File: src/rtl/uart_program_loader.sv
// UART 8N1 program loader: receives a length-prefixed image, packs little-endian
// 32-bit words into RAM and holds the CPU in reset until the image is complete.
module uart_program_loader #(
   parameter int CLKS_PER_BIT = 868,
   parameter int ADDR_WIDTH   = 14
) (
   input  logic                  clk,
   input  logic                  reset,
   input  logic                  rxd,
   output logic                  mem_we,
   output logic [ADDR_WIDTH-1:0] mem_addr,
   output logic [31:0]           mem_wdata,
   output logic                  cpu_reset,
   output logic                  busy,
   output logic                  frame_err
);

   localparam int            CW   = $clog2(CLKS_PER_BIT);
   localparam logic [CW-1:0] FULL = CW'(CLKS_PER_BIT - 1);
   localparam logic [CW-1:0] HALF = CW'(CLKS_PER_BIT / 2 - 1);

   typedef enum logic [2:0] {RX_IDLE, RX_START, RX_DATA, RX_STOP, RX_WAIT} rx_state_t;
   typedef enum logic [1:0] {S_LEN0, S_LEN1, S_DATA, S_DONE} ld_state_t;

   rx_state_t       r_rx_state, w_rx_next;
   ld_state_t       r_ld_state, w_ld_next;
   logic            r_rx_meta, r_rx_sync;
   logic [CW-1:0]   r_clk_cnt;
   logic [2:0]      r_bit_idx;
   logic [7:0]      r_shift;
   logic            r_rx_valid;
   logic [7:0]      r_rx_byte;
   logic            r_frame_err;
   logic            w_tick;

   logic [15:0]           r_len;
   logic [15:0]           r_word_cnt;
   logic [1:0]            r_byte_cnt;
   logic [23:0]           r_word;
   logic                  r_mem_we;
   logic [ADDR_WIDTH-1:0] r_mem_addr;
   logic [31:0]           r_mem_wdata;
   logic                  r_cpu_reset;
   logic                  w_word_done;

   // NOTE: the synchronizer resets to the idle (high) level so reset release
   // never looks like a start bit.
   always_ff @(posedge clk or negedge reset) begin
      if (!reset) begin
         r_rx_meta <= 1'b1;
         r_rx_sync <= 1'b1;
      end else begin
         r_rx_meta <= rxd;
         r_rx_sync <= r_rx_meta;
      end
   end

   // NOTE: every combinational output gets a default first so no latch is inferred.
   always_comb begin
      w_rx_next = r_rx_state;
      w_tick    = 1'b0;
      case (r_rx_state)
         RX_IDLE:  if (!r_rx_sync) w_rx_next = RX_START;
         RX_START: if (r_clk_cnt == HALF) begin
                      w_tick    = 1'b1;
                      w_rx_next = r_rx_sync ? RX_IDLE : RX_DATA;
                   end
         RX_DATA:  if (r_clk_cnt == FULL) begin
                      w_tick = 1'b1;
                      if (r_bit_idx == 3'd7) w_rx_next = RX_STOP;
                   end
         RX_STOP:  if (r_clk_cnt == FULL) begin
                      w_tick    = 1'b1;
                      w_rx_next = r_rx_sync ? RX_IDLE : RX_WAIT;
                   end
         RX_WAIT:  if (r_rx_sync) w_rx_next = RX_IDLE;
         default:  w_rx_next = RX_IDLE;
      endcase
   end

   always_ff @(posedge clk or negedge reset) begin
      if (!reset) begin
         r_rx_state  <= RX_IDLE;
         r_clk_cnt   <= '0;
         r_bit_idx   <= '0;
         r_shift     <= '0;
         r_rx_valid  <= 1'b0;
         r_rx_byte   <= '0;
         r_frame_err <= 1'b0;
      end else begin
         r_rx_state <= w_rx_next;
         r_rx_valid <= 1'b0;
         if (w_tick || r_rx_state == RX_IDLE || r_rx_state == RX_WAIT) r_clk_cnt <= '0;
         else                                                          r_clk_cnt <= r_clk_cnt + 1'b1;
         if (w_tick && r_rx_state == RX_DATA) begin
            r_shift   <= {r_rx_sync, r_shift[7:1]};
            r_bit_idx <= r_bit_idx + 3'd1;
         end
         if (w_tick && r_rx_state == RX_STOP) begin
            if (r_rx_sync) begin
               r_rx_valid <= 1'b1;
               r_rx_byte  <= r_shift;
            end else begin
               r_frame_err <= 1'b1;
            end
         end
      end
   end

   always_comb begin
      w_ld_next   = r_ld_state;
      w_word_done = 1'b0;
      case (r_ld_state)
         S_LEN0: if (r_rx_valid) w_ld_next = S_LEN1;
         S_LEN1: if (r_rx_valid) w_ld_next = ({r_rx_byte, r_len[7:0]} == 16'd0) ? S_DONE : S_DATA;
         S_DATA: if (r_rx_valid && r_byte_cnt == 2'd3) begin
                    w_word_done = 1'b1;
                    if (r_word_cnt + 16'd1 == r_len) w_ld_next = S_DONE;
                 end
         default: w_ld_next = S_DONE;
      endcase
   end

   always_ff @(posedge clk or negedge reset) begin
      if (!reset) begin
         r_ld_state  <= S_LEN0;
         r_len       <= '0;
         r_word_cnt  <= '0;
         r_byte_cnt  <= '0;
         r_word      <= '0;
         r_mem_we    <= 1'b0;
         r_mem_addr  <= '0;
         r_mem_wdata <= '0;
         r_cpu_reset <= 1'b0;
      end else begin
         r_ld_state  <= w_ld_next;
         r_mem_we    <= w_word_done;
         r_cpu_reset <= (r_ld_state == S_DONE);
         if (r_rx_valid) begin
            case (r_ld_state)
               S_LEN0: r_len[7:0] <= r_rx_byte;
               S_LEN1: begin
                  r_len[15:8] <= r_rx_byte;
                  r_word_cnt  <= '0;
                  r_byte_cnt  <= '0;
               end
               S_DATA: begin
                  if (w_word_done) begin
                     r_mem_wdata <= {r_rx_byte, r_word};
                     r_mem_addr  <= r_word_cnt[ADDR_WIDTH-1:0];
                     r_word_cnt  <= r_word_cnt + 16'd1;
                     r_byte_cnt  <= '0;
                  end else begin
                     case (r_byte_cnt)
                        2'd0:    r_word[7:0]   <= r_rx_byte;
                        2'd1:    r_word[15:8]  <= r_rx_byte;
                        default: r_word[23:16] <= r_rx_byte;
                     endcase
                     r_byte_cnt <= r_byte_cnt + 2'd1;
                  end
               end
               default: ;
            endcase
         end
      end
   end

   assign mem_we    = r_mem_we;
   assign mem_addr  = r_mem_addr;
   assign mem_wdata = r_mem_wdata;
   assign cpu_reset = r_cpu_reset;
   assign busy      = (r_ld_state != S_DONE);
   assign frame_err = r_frame_err;

endmodule

File: config.mk
export PLATFORM = sky130hd
export DESIGN_NAME = uart_program_loader
export DESIGN_NICKNAME = d
export VERILOG_FILES = /design/src/rtl/uart_program_loader.sv
export SDC_FILE = /design/constraint.sdc
export NUM_CORES = 1
export LEC_CHECK = 0
export ABC_AREA = 1
export BUFFER_PORTS_ARGS = -buffer_cell sky130_fd_sc_hd__buf_2
export CAP_MARGIN = 15
export CORE_ASPECT_RATIO = 1.1
export CORE_MARGIN = 1
export CORE_UTILIZATION = 40
export CTS_BUF_LIST = sky130_fd_sc_hd__clkbuf_8
export DETAILED_ROUTE_END_ITERATION = 6
export HOLD_SLACK_MARGIN = 0.03
export SYNTH_ARGS = -nofsm -noshare
export SYNTH_HDL_FRONTEND = slang
export SYNTH_SLANG_ARGS = --single-unit
File: constraint.sdc
create_clock -name clk -period 3.2 [get_ports clk]
set_input_delay 0.16 -clock clk [delete_from_list [all_inputs] [get_ports clk]]
set_output_delay 0.16 -clock clk [all_outputs]
set_load 0.01 [all_outputs]
==> impl_metrics.env <==
export IMPL_grt_pass1_vias=5012
export IMPL_antenna_cells=0
export IMPL_grt_pass1_wl_um=24200
export IMPL_area_growth_syn_to_layout_pct=13.76
export IMPL_crit_top_cell="sky130_fd_sc_hd__nand2_1"
export IMPL_post_cts_resize_count=0
export IMPL_grt_setup_unrepaired="false"
export IMPL_max_slew_margin=0.4997
export IMPL_antenna_found_initial=0
export IMPL_path_buf_inv=1
export IMPL_floorplan_io_pins=53
export IMPL_critPathMaxStageDelay_ns=0.48
export IMPL_synth_edf_count=0
export IMPL_synthArstFlopShare=1.000
export IMPL_worst_path_top_cell_family_by_delay="simple AND/OR/NAND/NOR gates"
export IMPL_rows=48
export IMPL_fin_skew_ns=0.01569
export IMPL_synth_warning_count=0
export IMPL_synth_seq_area_share=0.5659
export IMPL_synth_lib_cells_used_distinct=38
export IMPL_syn_instance_count=732
export IMPL_cts_tree="yes"
export IMPL_synthesis_nets=748
export IMPL_worst_hold_path_type="input pin to asynchronous set/reset pin"
export IMPL_outcome="completed"
export IMPL_clk_insertion_delay_late_ns=0.46
export IMPL_arrival_ns=2.40
export IMPL_post_synth_top_area_fraction=0.5576
export IMPL_path_cells="ha_1 -> nand2_1 -> nor2_4 -> nand2_1 -> nand2_1 -> nand2_1 -> nand2_1 -> nand2_1 -> inv_1 -> nand3b_1 -> nor2_1 -> nand2_1 -> nand2_2 -> nand2_1 -> nand2_1 -> nand2_1"
export IMPL_power_per_cell_area_nw_per_um2=444.3
export IMPL_cts_buffers=17
export IMPL_max_vdd_ir_drop_uv=194.5
export IMPL_grt_overflow_total=0
export IMPL_layout_worst_path_cycle_share=0.6411
export IMPL_detailedPlacementHpwl_um=9703
export IMPL_ys_ff_latch=144
export IMPL_clkSinkCount=144
export IMPL_totalNegativeSetupSlack_ns=0
export IMPL_hold_ws_ns=0.3041
export IMPL_leakage_nw=3.592
export IMPL_critical_path_max_fanout=8
export IMPL_die_x_extent_um=122.3
export IMPL_global_routing_usage_summed_across_all_routing_layers=0.1908
export IMPL_cp_data_required_time_ns=3.55
export IMPL_total_number_of_vias=4986
export IMPL_route_detailed_drc=0
export IMPL_die_area_um2=16440
export IMPL_start_util=0.4081
export IMPL_synth_most_common_cell="sky130_fd_sc_hd__nand2_1"
export IMPL_io_buffer_count=52
export IMPL_wl_per_cell_um=14.20
export IMPL_routabilityCongestion=0.9159
export IMPL_synth_top_cell_by_area="sky130_fd_sc_hd__dfrtp_1"
export IMPL_drive_gt1_frac=0.1386
export IMPL_total_power_mw=3.221
export IMPL_post_synthesis_cell_area_um2=6372
export IMPL_fmaxAchievable_mhz=487.4
export IMPL_timing_critical_path_to_type="flop"
export IMPL_cts_root_buf="sky130_fd_sc_hd__clkbuf_8"
export IMPL_ys_top_cells_by_area="sky130_fd_sc_hd__dfrtp_1 (56%), sky130_fd_sc_hd__nand2_1 (14%), sky130_fd_sc_hd__o21ai_0 (6.5%), sky130_fd_sc_hd__inv_1 (4.3%), sky130_fd_sc_hd__nand3_1 (3.1%)"
export IMPL_clk_pin_slew_ns=0.09
export IMPL_cts_max_level=4
export IMPL_synth_cell_count_leaders="sky130_fd_sc_hd__nand2_1 (241), sky130_fd_sc_hd__dfrtp_1 (142), sky130_fd_sc_hd__o21ai_0 (83)"
export IMPL_cts_buffer_depth=2
export IMPL_instances_no_fill=1001
export IMPL_worst_slew_pin_transition_ns=0.7505
export IMPL_vias_per_cell=4.981
export IMPL_critical_path_startpoint_type="flop"
export IMPL_drv_slew=0
export IMPL_syn_avg_cell_area_um2=8.705
export IMPL_min_period_ns=2.052
export IMPL_yosys_most_used_dff="sky130_fd_sc_hd__dfrtp_1"
export IMPL_core_um2=15620
export IMPL_post_place_cells=967
export IMPL_max_cap_violations=0
export IMPL_path_class="flop to flop"
export IMPL_layout_nets=804
export IMPL_setup_violations_final=0
export IMPL_first_iter_violations=295
export IMPL_cp_slowest_cell="sky130_fd_sc_hd__dfrtp_1"
export IMPL_maximum_number_of_pins_on_one_net_before_global_route_repair=79
export IMPL_drt_pre_antenna_iters=4
export IMPL_die_height_um=134.4
export IMPL_totalWireLength_um=14220
export IMPL_timing_final_hold_violations=0
export IMPL_postRouteAntennaNets=0
layout make-up:
class | instances | area (um^2)
clock buffer | 18 | 247.7
clock inverter | 14 | 121.4
fill | 1500 | 8366
inverter | 74 | 277.8
multi-input combinational | 493 | 2405
sequential | 144 | 3606
tap | 200 | 250.2
timing repair buffer | 58 | 341.6
sequential cells by signal (all words and copies together), names as in the netlist:
name / flops
r_word: 24
r_rx_valid: 1
r_shift: 8
r_clk_cnt: 10
r_rx_sync: 1
r_rx_state: 3
r_rx_byte: 8
mem_addr: 14
cpu_reset: 1
r_len: 16
r_word_cnt: 16
mem_we: 1
frame_err: 1
r_ld_state: 2
r_rx_meta: 1
mem_wdata: 32
r_bit_idx: 3
r_byte_cnt: 2
kinds of logic (layout without fill, tap and decap cells):
group                    count (synthesis)  in the layout  synth area share
multiplexers                             2              2          0.003534
XOR/XNOR                                 6              6           0.01060
adder cells (fa/ha/maj)                 13             13           0.02553
flip-flops                             144            144            0.5659
AND/OR/NAND/NOR                        358            358            0.2421
buffers and inverters                   95            164           0.05714
AO/OA/AOI/OAI                          114            114           0.09523
report_power, final:
part / total [mW] / switching (mW) / internal (mW)
registers: 1.82 / 0.000850 / 1.82
clock network: 1.36 / 0.772 / 0.585
logic: 0.0427 / 0.0367 / 0.00593
total: 3.22 / 0.809 / 2.41
repair_timing:
item                                   4_1_cts  5_1_grt
hold buffers                                 2        0
setup buffers                                0        0
endpoints found under the hold margin       76        0
setup endpoints to repair                    0        0
per-layer routing:
metal  part of all wire  vias to the layer above  wire, um  global-route usage
li1                   -                     2482         -                   -
met1               0.46                     2409      6510              0.2369
met2               0.49                       76      6901              0.3109
met3              0.041                       19       576             0.05272
met4              0.016                        0       229             0.07927
met5                  0                        -         0                   0
layout by cell type, fill, tap and decap left out, types with 11 or more instances in the layout:
master / count
sky130_fd_sc_hd__buf_2: 51
sky130_fd_sc_hd__clkbuf_8: 18
sky130_fd_sc_hd__dfrtp_1: 142
sky130_fd_sc_hd__ha_1: 13
sky130_fd_sc_hd__inv_1: 72
sky130_fd_sc_hd__nand2_1: 241
sky130_fd_sc_hd__nand3_1: 39
sky130_fd_sc_hd__nand4_1: 13
sky130_fd_sc_hd__nor2_1: 30
sky130_fd_sc_hd__o21ai_0: 83
sky130_fd_sc_hd__o22ai_1: 11
stage by stage:
step | utilization | cell area, um^2 | setup WS, ns
2_1_floorplan | - | 6372 | 1.482
3_3_place_gp | 0.4393 | 6860 | 1.261
3_5_place_dp | 0.4393 | 6860 | 1.175
4_1_cts | 0.4643 | 7249 | 1.157
5_1_grt | 0.4643 | 7249 | 0.8602
6_report | 0.4643 | 7249 | 1.148
path summary, 6_finish.rpt:
path	depth (start not counted)	slack [ns]	from	endpoint
setup / recovery	16	1.15	r_word_cnt[0]	r_ld_state[1]
setup reg to reg	16	1.15	r_word_cnt[0]	r_ld_state[1]
hold reg to reg	0	0.36	r_rx_meta	r_rx_sync
max in group asynchronous	3	2.04	reset	r_word[19]
min in group clk	2	0.35	rxd	r_rx_meta
hold / removal	2	0.30	reset	mem_addr[11]
worst register-to-register path: stages, from the launching register on:
cell and delay [ns]:
sky130_fd_sc_hd__dfrtp_1 0.48, sky130_fd_sc_hd__ha_1 0.23, sky130_fd_sc_hd__nand2_1 0.14, sky130_fd_sc_hd__nor2_4 0.19, sky130_fd_sc_hd__nand2_1 0.08, sky130_fd_sc_hd__nand2_1 0.09
sky130_fd_sc_hd__nand2_1 0.07, sky130_fd_sc_hd__nand2_1 0.06, sky130_fd_sc_hd__nand2_1 0.04, sky130_fd_sc_hd__inv_1 0.05, sky130_fd_sc_hd__nand3b_1 0.08, sky130_fd_sc_hd__nor2_1 0.10
sky130_fd_sc_hd__nand2_1 0.07, sky130_fd_sc_hd__nand2_2 0.08, sky130_fd_sc_hd__nand2_1 0.07, sky130_fd_sc_hd__nand2_1 0.07, sky130_fd_sc_hd__nand2_1 0.05
No activity file was read; power rests on OpenSTA's default activity.
